--- config.mk ---
export PLATFORM = sky130hd
export DESIGN_NAME = instr_fetch_flat
export DESIGN_NICKNAME = d
export VERILOG_FILES = /design/src/rtl/instr_fetch_pkg.sv /design/src/rtl/instr_fetch_if.sv /design/src/rtl/instr_fetch_pc_reg.sv /design/src/rtl/instr_fetch.sv /design/src/flat_wrapper.sv
export SDC_FILE = /design/constraint.sdc
export NUM_CORES = 1
export LEC_CHECK = 0
export CAP_MARGIN = 15
export CORE_UTILIZATION = 45
export DETAILED_ROUTE_END_ITERATION = 12
export PLACE_DENSITY_LB_ADDON = 0.2
export SKIP_LAST_GASP = 1
export SLEW_MARGIN = 20
export SYNTH_ARGS = -nofsm -noshare
export SYNTH_HDL_FRONTEND = slang
export SYNTH_SLANG_ARGS = --single-unit
--- constraint.sdc ---
create_clock -name clk -period 2.2 [get_ports clk]
set_clock_uncertainty 0.2 [all_clocks]
set_input_delay 0.44 -clock clk [delete_from_list [all_inputs] [get_ports clk]]
set_output_delay 0.44 -clock clk [all_outputs]
set_load 0.02 [all_outputs]
--- src/rtl/instr_fetch_pkg.sv ---
// Shared definitions for the instruction fetch stage and the IR decode stage it feeds.
// Holds the state encoding, instruction width and the fetch-accept rule.
package instr_fetch_pkg;

    localparam int INSTR_W = 16;

    typedef enum logic [1:0] {
        IDLE  = 2'd0,
        FETCH = 2'd1,
        HOLD  = 2'd2
    } fetch_state_t;

    // A returning word is kept only when no redirect is pending or arriving with it.
    function automatic logic fetch_accept(
        input logic ack,
        input logic discard,
        input logic redirect
    );
        return ack && !discard && !redirect;
    endfunction

endpackage

--- src/rtl/instr_fetch_if.sv ---
// Program-memory read bus plus the instruction handshake towards decode.
// The master modport is the fetch stage; slave is memory plus decode.
interface instr_fetch_if #(
    parameter int AW = 8
) ();
    import instr_fetch_pkg::*;

    logic               mem_req;
    logic [AW-1:0]      mem_addr;
    logic               mem_ack;
    logic [INSTR_W-1:0] mem_rdata;

    logic [INSTR_W-1:0] instr;
    logic [AW-1:0]      instr_pc;
    logic               instr_valid;
    logic               instr_ready;

    modport master (
        output mem_req,
        output mem_addr,
        input  mem_ack,
        input  mem_rdata,
        output instr,
        output instr_pc,
        output instr_valid,
        input  instr_ready
    );

    modport slave (
        input  mem_req,
        input  mem_addr,
        output mem_ack,
        output mem_rdata,
        input  instr,
        input  instr_pc,
        input  instr_valid,
        output instr_ready
    );

endinterface

--- src/rtl/instr_fetch_pc_reg.sv ---
// Program counter: loads a redirect target or steps by one, wrapping modulo 2^AW.
// A load always beats an increment in the same cycle.
module instr_fetch_pc_reg #(
    parameter int          AW       = 8,
    parameter int unsigned RESET_PC = 0
) (
    input  logic          clk,
    input  logic          rst_n,
    input  logic          load,
    input  logic          inc,
    input  logic [AW-1:0] target,
    output logic [AW-1:0] pc
);

    always_ff @(posedge clk or negedge rst_n) begin
        if (!rst_n) begin
            pc <= AW'(RESET_PC);
        end else if (load) begin
            pc <= target;
        end else if (inc) begin
            pc <= pc + AW'(1);
        end
    end

endmodule

--- src/rtl/instr_fetch.sv ---
// Instruction fetch stage: issues program-memory reads from the PC and presents
// each returned word to decode with a valid/ready handshake; supports redirects.
module instr_fetch
    import instr_fetch_pkg::*;
#(
    parameter int          AW       = 8,
    parameter int unsigned RESET_PC = 0
) (
    input  logic             clk,
    input  logic             rst_n,
    instr_fetch_if.master    bus,
    input  logic             pc_load,
    input  logic [AW-1:0]    pc_target,
    input  logic             fetch_en
);

    localparam logic [AW-1:0] PC_RST = AW'(RESET_PC);

    fetch_state_t  state_reg;
    logic          discard_reg;
    logic [AW-1:0] pc;
    logic          pc_inc;

    // The PC only advances when a fetched word is actually delivered downstream.
    assign pc_inc = (state_reg == FETCH) && fetch_accept(bus.mem_ack, discard_reg, pc_load);

    instr_fetch_pc_reg #(
        .AW       (AW),
        .RESET_PC (RESET_PC)
    ) u_pc_reg (
        .clk    (clk),
        .rst_n  (rst_n),
        .load   (pc_load),
        .inc    (pc_inc),
        .target (pc_target),
        .pc     (pc)
    );

    always_ff @(posedge clk or negedge rst_n) begin
        if (!rst_n) begin
            state_reg       <= IDLE;
            discard_reg     <= 1'b0;
            bus.mem_req     <= 1'b0;
            bus.mem_addr    <= PC_RST;
            bus.instr       <= '0;
            bus.instr_pc    <= '0;
            bus.instr_valid <= 1'b0;
        end else begin
            case (state_reg)
                IDLE: begin
                    if (!pc_load && fetch_en) begin
                        bus.mem_req  <= 1'b1;
                        bus.mem_addr <= pc;
                        state_reg    <= FETCH;
                    end
                end

                FETCH: begin
                    if (bus.mem_ack) begin
                        bus.mem_req <= 1'b0;
                        discard_reg <= 1'b0;
                        if (fetch_accept(bus.mem_ack, discard_reg, pc_load)) begin
                            bus.instr       <= bus.mem_rdata;
                            bus.instr_pc    <= bus.mem_addr;
                            bus.instr_valid <= 1'b1;
                            state_reg       <= HOLD;
                        end else begin
                            state_reg <= IDLE;
                        end
                    end else if (pc_load) begin
                        // The bus request cannot be withdrawn; remember to drop its data.
                        discard_reg <= 1'b1;
                    end
                end

                HOLD: begin
                    if (pc_load) begin
                        bus.instr_valid <= 1'b0;
                        state_reg       <= IDLE;
                    end else if (bus.instr_ready) begin
                        bus.instr_valid <= 1'b0;
                        if (fetch_en) begin
                            bus.mem_req  <= 1'b1;
                            bus.mem_addr <= pc;
                            state_reg    <= FETCH;
                        end else begin
                            state_reg <= IDLE;
                        end
                    end
                end

                default: begin
                    bus.mem_req     <= 1'b0;
                    bus.instr_valid <= 1'b0;
                    discard_reg     <= 1'b0;
                    state_reg       <= IDLE;
                end
            endcase
        end
    end

endmodule

--- src/flat_wrapper.sv ---
// flat-port wrapper written by rule: the top's interface ports become plain ports
module instr_fetch_flat import instr_fetch_pkg::*;
#(
    parameter int          AW       = 8,
    parameter int unsigned RESET_PC = 0
)
  (clk, rst_n, pc_load, pc_target, fetch_en, bus_mem_req, bus_mem_addr, bus_mem_ack, bus_mem_rdata, bus_instr, bus_instr_pc, bus_instr_valid, bus_instr_ready);
  instr_fetch_if #(.AW(AW)) bus_i ();
  input  logic clk;
  input  logic rst_n;
  input  logic pc_load;
  input  logic [AW-1:0] pc_target;
  input  logic fetch_en;
  output wire logic [$bits(bus_i.mem_req)-1:0] bus_mem_req;
  output wire logic [$bits(bus_i.mem_addr)-1:0] bus_mem_addr;
  input wire logic [$bits(bus_i.mem_ack)-1:0] bus_mem_ack;
  input wire logic [$bits(bus_i.mem_rdata)-1:0] bus_mem_rdata;
  output wire logic [$bits(bus_i.instr)-1:0] bus_instr;
  output wire logic [$bits(bus_i.instr_pc)-1:0] bus_instr_pc;
  output wire logic [$bits(bus_i.instr_valid)-1:0] bus_instr_valid;
  input wire logic [$bits(bus_i.instr_ready)-1:0] bus_instr_ready;
  assign bus_mem_req = bus_i.mem_req;
  assign bus_mem_addr = bus_i.mem_addr;
  assign bus_i.mem_ack = bus_mem_ack;
  assign bus_i.mem_rdata = bus_mem_rdata;
  assign bus_instr = bus_i.instr;
  assign bus_instr_pc = bus_i.instr_pc;
  assign bus_instr_valid = bus_i.instr_valid;
  assign bus_i.instr_ready = bus_instr_ready;
  instr_fetch #(.AW(AW), .RESET_PC(RESET_PC)) u_core (.clk(clk), .rst_n(rst_n), .bus(bus_i), .pc_load(pc_load), .pc_target(pc_target), .fetch_en(fetch_en));
endmodule
==> results of run 1 <==
==> metal layers <==
layer	GRT usage, %	wire (um)	vias up
li1	-	-	662
met1	22.7	1650	679
met2	32.4	1920	63
met3	7.26	246	8
met4	10.6	90	0
met5	0	0	-
==> cell families after synthesis <==
kind of cell	after synthesis	share of synthesized area, %
simple gates	32	10.6
flops	45	58.8
buf+inv	10	2.88
fa+ha+maj	1	0.653
mux	33	19.3
compound gates	22	7.26
xor+xnor	1	0.458
==> cells in the mapped netlist, drive strengths merged, types with 2 or more instances <==
library cell	number	area [um2]
nor4b	2	17.5
nor2	6	25.0
dfrtp	45	1130
o21ai	5	28.8
mux2	32	360
a31oi	3	18.8
o31ai	2	15.0
o211ai	2	15.0
nand3	6	30.0
nand2	7	26.3
a21oi	6	30.0
clkbuf	2	7.51
inv	4	15.0
buf	4	32.5
or4	4	30.0
==> worst min path at each step <==
| stage | endpoint | start | slack [ps] |
|---|---|---|---|
| 2_1_floorplan | u_core.bus.instr[0]$_DFFE_PN0P_ | rst_n | -60 |
| 3_3_place_gp | u_core.bus.instr[15]$_DFFE_PN0P_ | u_core.bus.instr[15]$_DFFE_PN0P_ | 290 |
| 3_5_place_dp | u_core.bus.instr_pc[0]$_DFFE_PN0P_ | u_core.bus.instr_pc[0]$_DFFE_PN0P_ | 300 |
| 4_1_cts | u_core.u_pc_reg.pc[1]$_DFFE_PN0P_ | rst_n | 20 |
| 5_1_grt | u_core.bus.instr[9]$_DFFE_PN0P_ | rst_n | 50 |
| 6_report | u_core.bus.instr[9]$_DFFE_PN0P_ | rst_n | 20 |
==> power breakdown <==
part	internal [mW]	leakage [nW]	total (mW)	switching, mW
logic	0.752	0.519	1.36	0.610
clock network	0.254	0.0512	0.524	0.269
registers	1.12	0.538	1.30	0.179
==> stage by stage <==
stage                     total power [mW]  hold WS, ps  util [%]  setup slack, ps  instance area, um2
after floorplan                       1.98        -55.6         -              494                1910
after global placement                2.65          288      64.8             71.0                2610
after detailed placement              2.70          297      64.8             10.8                2610
after CTS                             3.23         24.8      67.2              243                2710
after global routing                  3.39         52.8      67.2              167                2710
final                                 3.19         15.9      67.2              260                2710
==> final cells by class <==
type | instances | area, um2
well taps | 50 | 62.6
inverters | 4 | 15.0
multi-input cells | 89 | 733
repair buffers | 68 | 676
flip-flops and latches | 45 | 1130
fillers | 295 | 1320
clock inverters | 2 | 13.8
clock buffers | 6 | 82.6
==> placed cells by master (no fill, tap or decap) <==
master           synthesis  routed
a211o_1                  1       1
a21oi_1                  6       6
a22oi_1                  1       1
a31oi_1                  3       3
and4bb_2                 1       1
buf_12                   0       1
buf_2                    2       1
buf_4                    0       4
clkbuf_8                 0       6
clkdlybuf4s50_1          0      62
clkinv_2                 0       1
clkinv_4                 0       1
dfrtp_1                 45      45
ha_1                     1       1
inv_1                    4       4
mux2_2                  32      32
mux2i_1                  1       1
nand2_1                  7       7
nand2b_1                 1       1
nand3_1                  6       6
nand3b_1                 1       1
nand4_1                  1       1
nand4bb_4                1       1
nor2_1                   5       5
nor2_2                   1       1
nor2b_1                  1       1
nor3b_1                  1       1
nor4b_1                  2       2
o211ai_1                 2       2
o21ai_0                  4       4
o21ai_2                  1       1
o22ai_1                  1       1
o2bb2ai_1                1       1
o31ai_1                  2       2
or4_1                    4       4
xnor2_1                  1       1
==> key figures, run 1 <==
Global routing
  • Vias in the first global route: 1369
  • First-pass GRT wire length: 6320 um
  • Largest net degree at the start of global routing: 46
  • Initial antenna violation count: 0
  • GR Overflow Total: 0
  • Total track usage: between 15 and 20%

Route
  • DR WL/cell: ~15 um
  • Final ANT Viol Nets: 0
  • Initial DRC count: 70
  • Total Wirelength: just under 4000 um
  • DRC violations left: 0
  • DRT Pass-1 Iters: 4
  • Via density per instance: ~5.3
  • Via count: between 1000 and 1500

Yosys
  • Mapped Nets: roughly 180
  • Seq/Total Area, Yosys: 58.8%
  • Ys Warns: 0
  • Asr flop ratio synth: 100%
  • #FFs+latches synth: 45
  • Count of cell types in the netlist: 32
  • Post-synth EDFFs: 0
  • Ys flop type: dfrtp_1
  • Post-Syn Area per Cell: ~13 um2
  • Syn Std Cell Area: between 0.0015 and 0.002 mm2
  • Mapped Cells: 144

Timing
  • Crit path time final: about 1900 ps
  • FMAX: a little over 0.5 GHz
  • RSZ-0062 raised after global routing: no
  • Slew Limit Fails: 0
  • Final Cycle Share: approximately nine tenths
  • Max transition margin: 62.2%
  • Final Hold Fails: 0
  • Setup Total Neg Slack: 0 ps
  • Actual slew at the worst max-slew pin: between 500 and 600 ps
  • Finish-stage setup viols: 0

Worst setup path
  • Critical-path top delay cell: clkdlybuf4s50_1
  • Worst path depth: 4
  • Worst setup path endpoint: u_core.bus.mem_addr[0]$_DFFE_PN0P_
  • Reg-to-reg setup timing slack: about 450 ps
  • Slowest stage delay, CP: 500 ps
  • Worst Path Required: about 2200 ps
  • Worst reg-to-reg path cell count: 3
  • Capture point of the worst reg-to-reg path: u_core.bus.mem_addr[0]$_DFFE_PN0P_
  • Reg2reg start: u_core.state_reg[0]$_DFFE_PN0P_
  • Worst setup EP type: flip-flop
  • CP Launch Type: input pin
  • Worst Path Arrival: roughly 1900 ps
  • CP bufs+invs: 1
  • Crit path cell chain: clkdlybuf4s50_1 > nor3b_1 > o21ai_2 > mux2_2
  • Crit path kind: in -> reg
  • Worst Setup SP: pc_load
  • Critical path fanouts, max: 9
  • Delay-heaviest family, CP: buffers and inverters

Power
  • Pwr per Cell Area: 1180 mW/mm2
  • Worst ir drop on vdd: between 0.5 and 0.6 mV
  • Leakage: about 1.1 nW

Status
  • Outcome: completed

Placement
  • Routability cong.: 0.773
  • Dpl cells: 256
  • Port Buffers: between 60 and 70
  • Hpwl dp: between 2000 and 3000 um

Floorplanning
  • Initial cell density of the core: a little under half
  • Io pins: 64
  • Chip width: roughly 67 um
  • Site row count: 23
  • Std-Cell Core Area: approximately 0.004 mm2
  • Die area: 0.00452 mm2
  • Die height: about 67 um

Clock tree
  • Num CTS Buffers: 5
  • Clock tree buffer depth: 2
  • Clock root buffer: clkbuf_8
  • PostCTS Resize Cnt: 0
  • Hold_buf cts: 0
  • Clock transition at path regs: approximately 80 ps
  • CTS tree: yes
  • Clock Sink Count: 45
  • Clock Latency Late Sink: ~300 ps
  • # Post-CTS Setup Buffers: 0
  • H-tree depth: 2

Finish
  • Max reg flops: 16
  • Layout Cells excl Fill: between 200 and 300
  • Most flops, register: u_core.bus.instr
  • Layout cell share with drive strength beyond 1: 23.4%
  • Ant diodes: 0
  • Fin nets: 244
  • Area Growth Syn to Fin: 41.5%

Run
  • Max cap viols: 0

Worst hold path
  • Hold crit path type: in -> async
(Power assumes the default switching activity.)
==> run 2, diff against run 1 <==
--- a/config.mk
+++ b/config.mk
@@ -6,7 +6,7 @@
 export NUM_CORES = 1
 export LEC_CHECK = 0
 export CAP_MARGIN = 15
-export CORE_UTILIZATION = 45
+export CORE_UTILIZATION = 41
 export DETAILED_ROUTE_END_ITERATION = 12
 export PLACE_DENSITY_LB_ADDON = 0.2
 export SKIP_LAST_GASP = 1
==> constraint.sdc (replaced) <==
create_clock -name clk -period 1.75 [get_ports clk]
set_clock_uncertainty 0.2 [all_clocks]
set_input_delay 0.35 -clock clk [delete_from_list [all_inputs] [get_ports clk]]
set_output_delay 0.35 -clock clk [all_outputs]
set_load 0.02 [all_outputs]
==> key figures, run 2 (synthesis gave the netlist of run 1 again) <==
Status
  • Outcome: completed

Route
  • Final ANT Viol Nets: 0
  • Via count: about 1400
  • Via density per instance: a little over 5
  • DR WL/cell: approximately 15 um
  • DRC violations left: 0
  • Total Wirelength: ~4200 um
  • Initial DRC count: between 60 and 70
  • DRT Pass-1 Iters: 4

Worst setup path
  • Reg2reg start: u_core.state_reg[1]$_DFFE_PN0P_
  • CP Launch Type: input pin
  • Capture point of the worst reg-to-reg path: u_core.bus.instr[6]$_DFFE_PN0P_
  • Worst Path Required: roughly 1800 ps
  • Crit path cell chain: clkdlybuf4s50_1 > buf_4 > buf_4 > or4_4 > nand3_1
  • Critical-path top delay cell: or4_4
  • Worst Path Arrival: 1760 ps
  • Worst setup EP type: flip-flop
  • Slowest stage delay, CP: around 520 ps
  • Critical path fanouts, max: 7
  • Most used cell, CP: buf_4
  • Worst reg-to-reg path cell count: 4
  • Crit path kind: in -> reg
  • Reg-to-reg setup timing slack: ~40 ps

Clock tree
  • Clock transition at path regs: approximately 80 ps
  • Num CTS Buffers: 5
  • Clock Latency Late Sink: slightly below 300 ps
  • H-tree depth: 2
  • Clock root buffer: clkbuf_8
  • Clock tree buffer depth: 2
  • Clock Sink Count: 45
  • CTS tree: yes

Floorplanning
  • Std-Cell Core Area: 0.00441 mm2
  • Site row count: 24
  • Initial cell density of the core: between 40% and 50%
  • Chip width: ~70 um
  • Die area: a little under 0.005 mm2
  • Die height: 70.3 um
  • Io pins: 64

Finish
  • Most frequent cells in the layout: dfrtp_1, dlygate4sd2_1, mux2_2
  • Layout Cells excl Fill: 276
  • Layout cell share with drive strength beyond 1: between 20% and 30%
  • Max reg flops: 16
  • Most flops, register: u_core.bus.instr
  • Area Growth Syn to Fin: 47.3%
  • Final instance area: about 0.0028 mm2
  • Ant diodes: 0
  • Leading cell type in the layout, fill and taps excluded: dfrtp_1
  • Fin nets: 254

Timing
  • Finish-stage setup viols: 0
  • Slew Limit Fails: 0
  • Max transition margin: around 77%
  • RSZ-0062 raised after global routing: yes
  • Actual slew at the worst max-slew pin: about 340 ps
  • Crit path time final: around 1700 ps
  • Final worst slack: between 20 and 25 ps
  • Final Cycle Share: between 90% and 100%
  • Final Hold Fails: 0
  • FMAX: between 0.5 and 0.6 GHz

Global routing
  • Initial antenna violation count: 0
  • Met2 Usage GRT: 30.8%
  • GR Overflow Total: 0
  • Total track usage: 17.8%
  • Met1 Usage GRT: around a fifth
  • Busiest grt layer: met2
  • M3 GR Usage: between 5 and 6%
  • Largest net degree at the start of global routing: 46
  • First-pass GRT wire length: between 6000 and 7000 um
  • Vias in the first global route: around 1400

Placement
  • Hpwl dp: just over 3000 um
  • Dpl cells: ~270
  • DP Area: 0.00269 mm2
  • Port Buffers: 63
  • Placement Setup Slack: -394 ps
  • Routability cong.: approximately 0.86

Worst hold path
  • Hold Path Sink: u_core.bus.instr[11]$_DFFE_PN0P_
  • Worst Hold Launch: u_core.bus.instr[11]$_DFFE_PN0P_
  • WHS Path Cells: 1
  • Hold crit path type: reg -> reg

Power
  • Worst ir drop on vdd: approximately 0.78 mV
  • Leakage: 1.25 nW
  • Pwr per Cell Area: around 1400 mW/mm2

Run
  • Max cap viols: 0
run 2: changes by cell type in the layout (fill, tap and decap cells not counted), sizes merged:
cell	before	now
clkdlybuf4s50	62	27
dlygate4sd2	0	35
buf	6	15
bufinv	0	2
clkbuf	6	5
clkinv	2	1
dlygate4sd3	0	1
run 2: stage by stage:
step / util [%] / setup TNS, ps / hold WS (ps) / power, mW
final: 63.9 / 0 / 306 / 4.05
after CTS: 63.4 / 0 / 310 / 4.10
after global routing: 63.9 / -243 / 318 / 4.25
after detailed placement: 60.9 / -13610 / 150 / 3.42
after floorplan: - / 0 / -146 / 2.49
after global placement: 60.9 / -10850 / 142 / 3.35
run 2: layer usage:
metal / wire length (um) / share of wire [%]
met1: 1780 / 42
met5: 0 / 0
met2: 2170 / 52
met3: 235 / 5.6
met4: 17 / 0.40
run 2: layout make-up:
class                   instances  area [um2]
clock buffers                   5        68.8
clock inverters                 3        65.1
fillers                       339        1590
inverters                       4        15.0
multi-input cells              89         754
flip-flops and latches         45        1130
well taps                      52        65.1
repair buffers                 78         726
run 2: timing repair:
| action | in CTS | in global routing |
|---|---|---|
| setup buffers | 0 | 1 |
| endpoints found under the hold margin | 45 | 0 |
| gates resized for setup | 37 | 3 |
| pin swaps | 0 | 3 |
| setup endpoints to repair | 68 | 9 |
| hold buffers | 1 | 0 |
run 2: power by group:
group	switching, mW	internal [mW]	leakage, nW
clock network	0.349	0.567	0.0681
registers	0.206	1.41	0.538
logic	0.788	0.725	0.642
total	1.34	2.70	1.25
run 2: critical path: cells and delay by family:
family        cells  cell delay, ps
buf+inv           3             800
simple gates      2             610
run 2: how the worst max path moves through the flow:
stage,from,to,slack [ps],depth (start not counted)
global route,u_core.state_reg[1]$_DFFE_PN0P_,u_core.bus.instr_pc[4]$_DFFE_PN0P_,-20,4
finish,pc_load,u_core.u_pc_reg.pc[4]$_DFFE_PN0P_,20,5
floorplan,u_core.state_reg[1]$_DFFE_PN0P_,u_core.bus.instr[10]$_DFFE_PN0P_,40,4
detailed placement,bus_mem_ack,u_core.bus.instr[6]$_DFFE_PN0P_,-390,5
global placement,bus_mem_ack,u_core.bus.instr[12]$_DFFE_PN0P_,-320,5
CTS,pc_load,u_core.u_pc_reg.pc[4]$_DFFE_PN0P_,20,5
==> run 3, diff against run 2 <==
--- a/config.mk
+++ b/config.mk
@@ -9,6 +9,7 @@
 export CORE_UTILIZATION = 41
 export DETAILED_ROUTE_END_ITERATION = 12
 export PLACE_DENSITY_LB_ADDON = 0.2
+export REMOVE_ABC_BUFFERS = 1
 export SKIP_LAST_GASP = 1
 export SLEW_MARGIN = 20
 export SYNTH_ARGS = -nofsm -noshare
==> key figures, run 3 (synthesis gave the netlist of run 1 again) <==
Global routing
  • GR Overflow Total: 0
  • First-pass GRT wire length: between 7000 and 8000 um
  • Largest net degree at the start of global routing: 46
  • Total track usage: 18.7%
  • Vias in the first global route: 1515
  • Initial antenna violation count: 0

Timing
  • Max transition margin: between 60% and 70%
  • Crit path time final: ~1800 ps
  • Final worst slack: -9.56 ps
  • Slew Limit Fails: 0
  • Setup Total Neg Slack: -42.3 ps
  • Final Cycle Share: 101%
  • Final hold slack: around 300 ps
  • RSZ-0062 raised after global routing: yes
  • Actual slew at the worst max-slew pin: ~500 ps
  • FMAX: around 0.57 GHz
  • Finish-stage setup viols: 10
  • Final Hold Fails: 0

Clock tree
  • H-tree depth: 2
  • Clock Sink Count: 45
  • CTS tree: yes
  • Clock tree buffer depth: 2
  • Clock Latency Late Sink: about 300 ps
  • Num CTS Buffers: 5
  • Clock transition at path regs: 80 ps
  • Clock root buffer: clkbuf_8

Placement
  • Hpwl dp: ~3000 um
  • DP Area: about 0.0027 mm2
  • Routability cong.: 0.841
  • Port Buffers: 63

Power
  • Total design power: around 4 mW
  • Sw frac: ~34%
  • Leakage: between 1 and 1.5 nW
  • Comb pwr share: 38.5%
  • Clock network power share: approximately a fifth
  • Pwr per Cell Area: 1390 mW/mm2
  • Switching pwr: between 1 and 1.5 mW
  • Worst ir drop on vdd: 0.619 mV
  • Internal power: roughly 2.6 mW
  • Register share of total power: slightly above 40%

Status
  • Outcome: finished, violations left
  • Failing checks: setup timing

Floorplanning
  • Io pins: 64
  • Chip width: roughly 70 um
  • Die height: approximately 70 um
  • Site row count: 24
  • Std-Cell Core Area: between 0.004 and 0.005 mm2
  • Initial cell density of the core: between 40 and 50%
  • Die area: approximately 0.0049 mm2

Finish
  • Leading cell type in the layout, fill and taps excluded: dfrtp_1
  • Most flops, register: u_core.bus.instr
  • Final instance area: 0.00284 mm2
  • Fill cells: around 350
  • Fin nets: approximately 260
  • Ant diodes: 0
  • Area Growth Syn to Fin: 48.4%
  • Most frequent cells in the layout: dfrtp_1, dlygate4sd2_1, mux2_2
  • Max reg flops: 16
  • Layout cell share with drive strength beyond 1: 27.6%

Worst setup path
  • Worst setup EP type: flip-flop
  • Capture point of the worst reg-to-reg path: u_core.bus.instr[7]$_DFFE_PN0P_
  • Reg2reg start: u_core.discard_reg$_DFFE_PN0P_
  • Worst Path Required: 1730 ps
  • Worst Path Arrival: between 1500 and 2000 ps
  • Reg-to-reg setup timing slack: -10 ps
  • Critical path fanouts, max: 12
  • Worst reg-to-reg path cell count: 4
  • CP Launch Type: flip-flop
  • Crit path kind: reg -> reg

Route
  • DRC violations left: 0
  • DR WL/cell: 15.0 um
  • Total Wirelength: between 4000 and 5000 um
  • Initial DRC count: 70
  • Final ANT Viol Nets: 0
  • Via count: 1458
  • DRT Pass-1 Iters: 4
  • Via density per instance: 5.21

Worst hold path
  • Hold Path Sink: u_core.bus.instr[15]$_DFFE_PN0P_
  • Worst Hold Launch: u_core.bus.instr[15]$_DFFE_PN0P_
  • Hold crit path type: reg -> reg
  • WHS Path Cells: 1

Run
  • Max cap viols: 0
run 3: cell types whose count changed in the layout (fill, tap and decap cells not counted), sizes merged:
cell           delta
clkinv            -1
clkbuf            +2
buf               +3
clkdlybuf4s50     -1
bufinv            -1
dlygate4sd2       +1
bufbuf            +1
run 3: routing by layer:
layer,vias up,routed length [um],global-route usage [%]
met2,59,2060,30.6
met5,-,0,0
li1,689,-,-
met4,0,68,7.78
met1,703,1800,22.2
met3,7,251,6.49
run 3: layout make-up:
class	instances	area [um2]	area share [%]
clock buffer	7	86.3	3.04
clock inverter	1	30.0	1.06
inverter	4	15.0	0.528
multi-input combinational	89	743	26.2
sequential	45	1130	39.6
tap	52	65.1	2.29
timing repair buffer	82	776	27.3
run 3: how the worst max path moves through the flow:
stage / cells past startpoint / startpoint / endpoint
3_3_place_gp: 5 / pc_load / u_core.u_pc_reg.pc[3]$_DFFE_PN0P_
3_5_place_dp: 4 / pc_load / u_core.bus.mem_addr[5]$_DFFE_PN0P_
5_1_grt: 4 / u_core.discard_reg$_DFFE_PN0P_ / u_core.bus.instr_pc[0]$_DFFE_PN0P_
2_1_floorplan: 3 / u_core.discard_reg$_DFFE_PN0P_ / u_core.bus.instr[0]$_DFFE_PN0P_
4_1_cts: 4 / u_core.state_reg[1]$_DFFE_PN0P_ / u_core.bus.instr[7]$_DFFE_PN0P_
6_report: 4 / u_core.discard_reg$_DFFE_PN0P_ / u_core.bus.instr[7]$_DFFE_PN0P_
run 3: through the flow:
stage | utilization, % | setup WS, ps | std cells
floorplan | - | -309 | 138
global placement | 61.2 | -313 | 268
detailed placement | 61.2 | -427 | 268
CTS | 64.4 | -14.3 | 280
global route | 64.4 | -52.4 | 280
finish | 64.4 | -9.56 | 280
run 3: critical path, cell delays in order (launching register included):
cell and delay, ps:
dfrtp_1 410, nand4bb_4 290, nor2_4 130, bufbuf_16 290, mux2_2 330
run 3: timing repair:
item,in CTS,in global routing
setup buffers,2,0
endpoints found under the setup margin,68,27
resized for setup,38,0
pin swaps,2,2
gates cloned,1,0
hold buffers,1,0
hold endpoints to repair,45,0
run 3: power by group through the flow:
stage	clock (mW)	sequential [mW]	combinational [mW]
2_1_floorplan	0	2.07	0.406
3_3_place_gp	0	1.63	1.73
3_5_place_dp	0	1.66	1.77
4_1_cts	0.830	1.62	1.54
5_1_grt	0.882	1.67	1.61
6_report	0.812	1.62	1.52
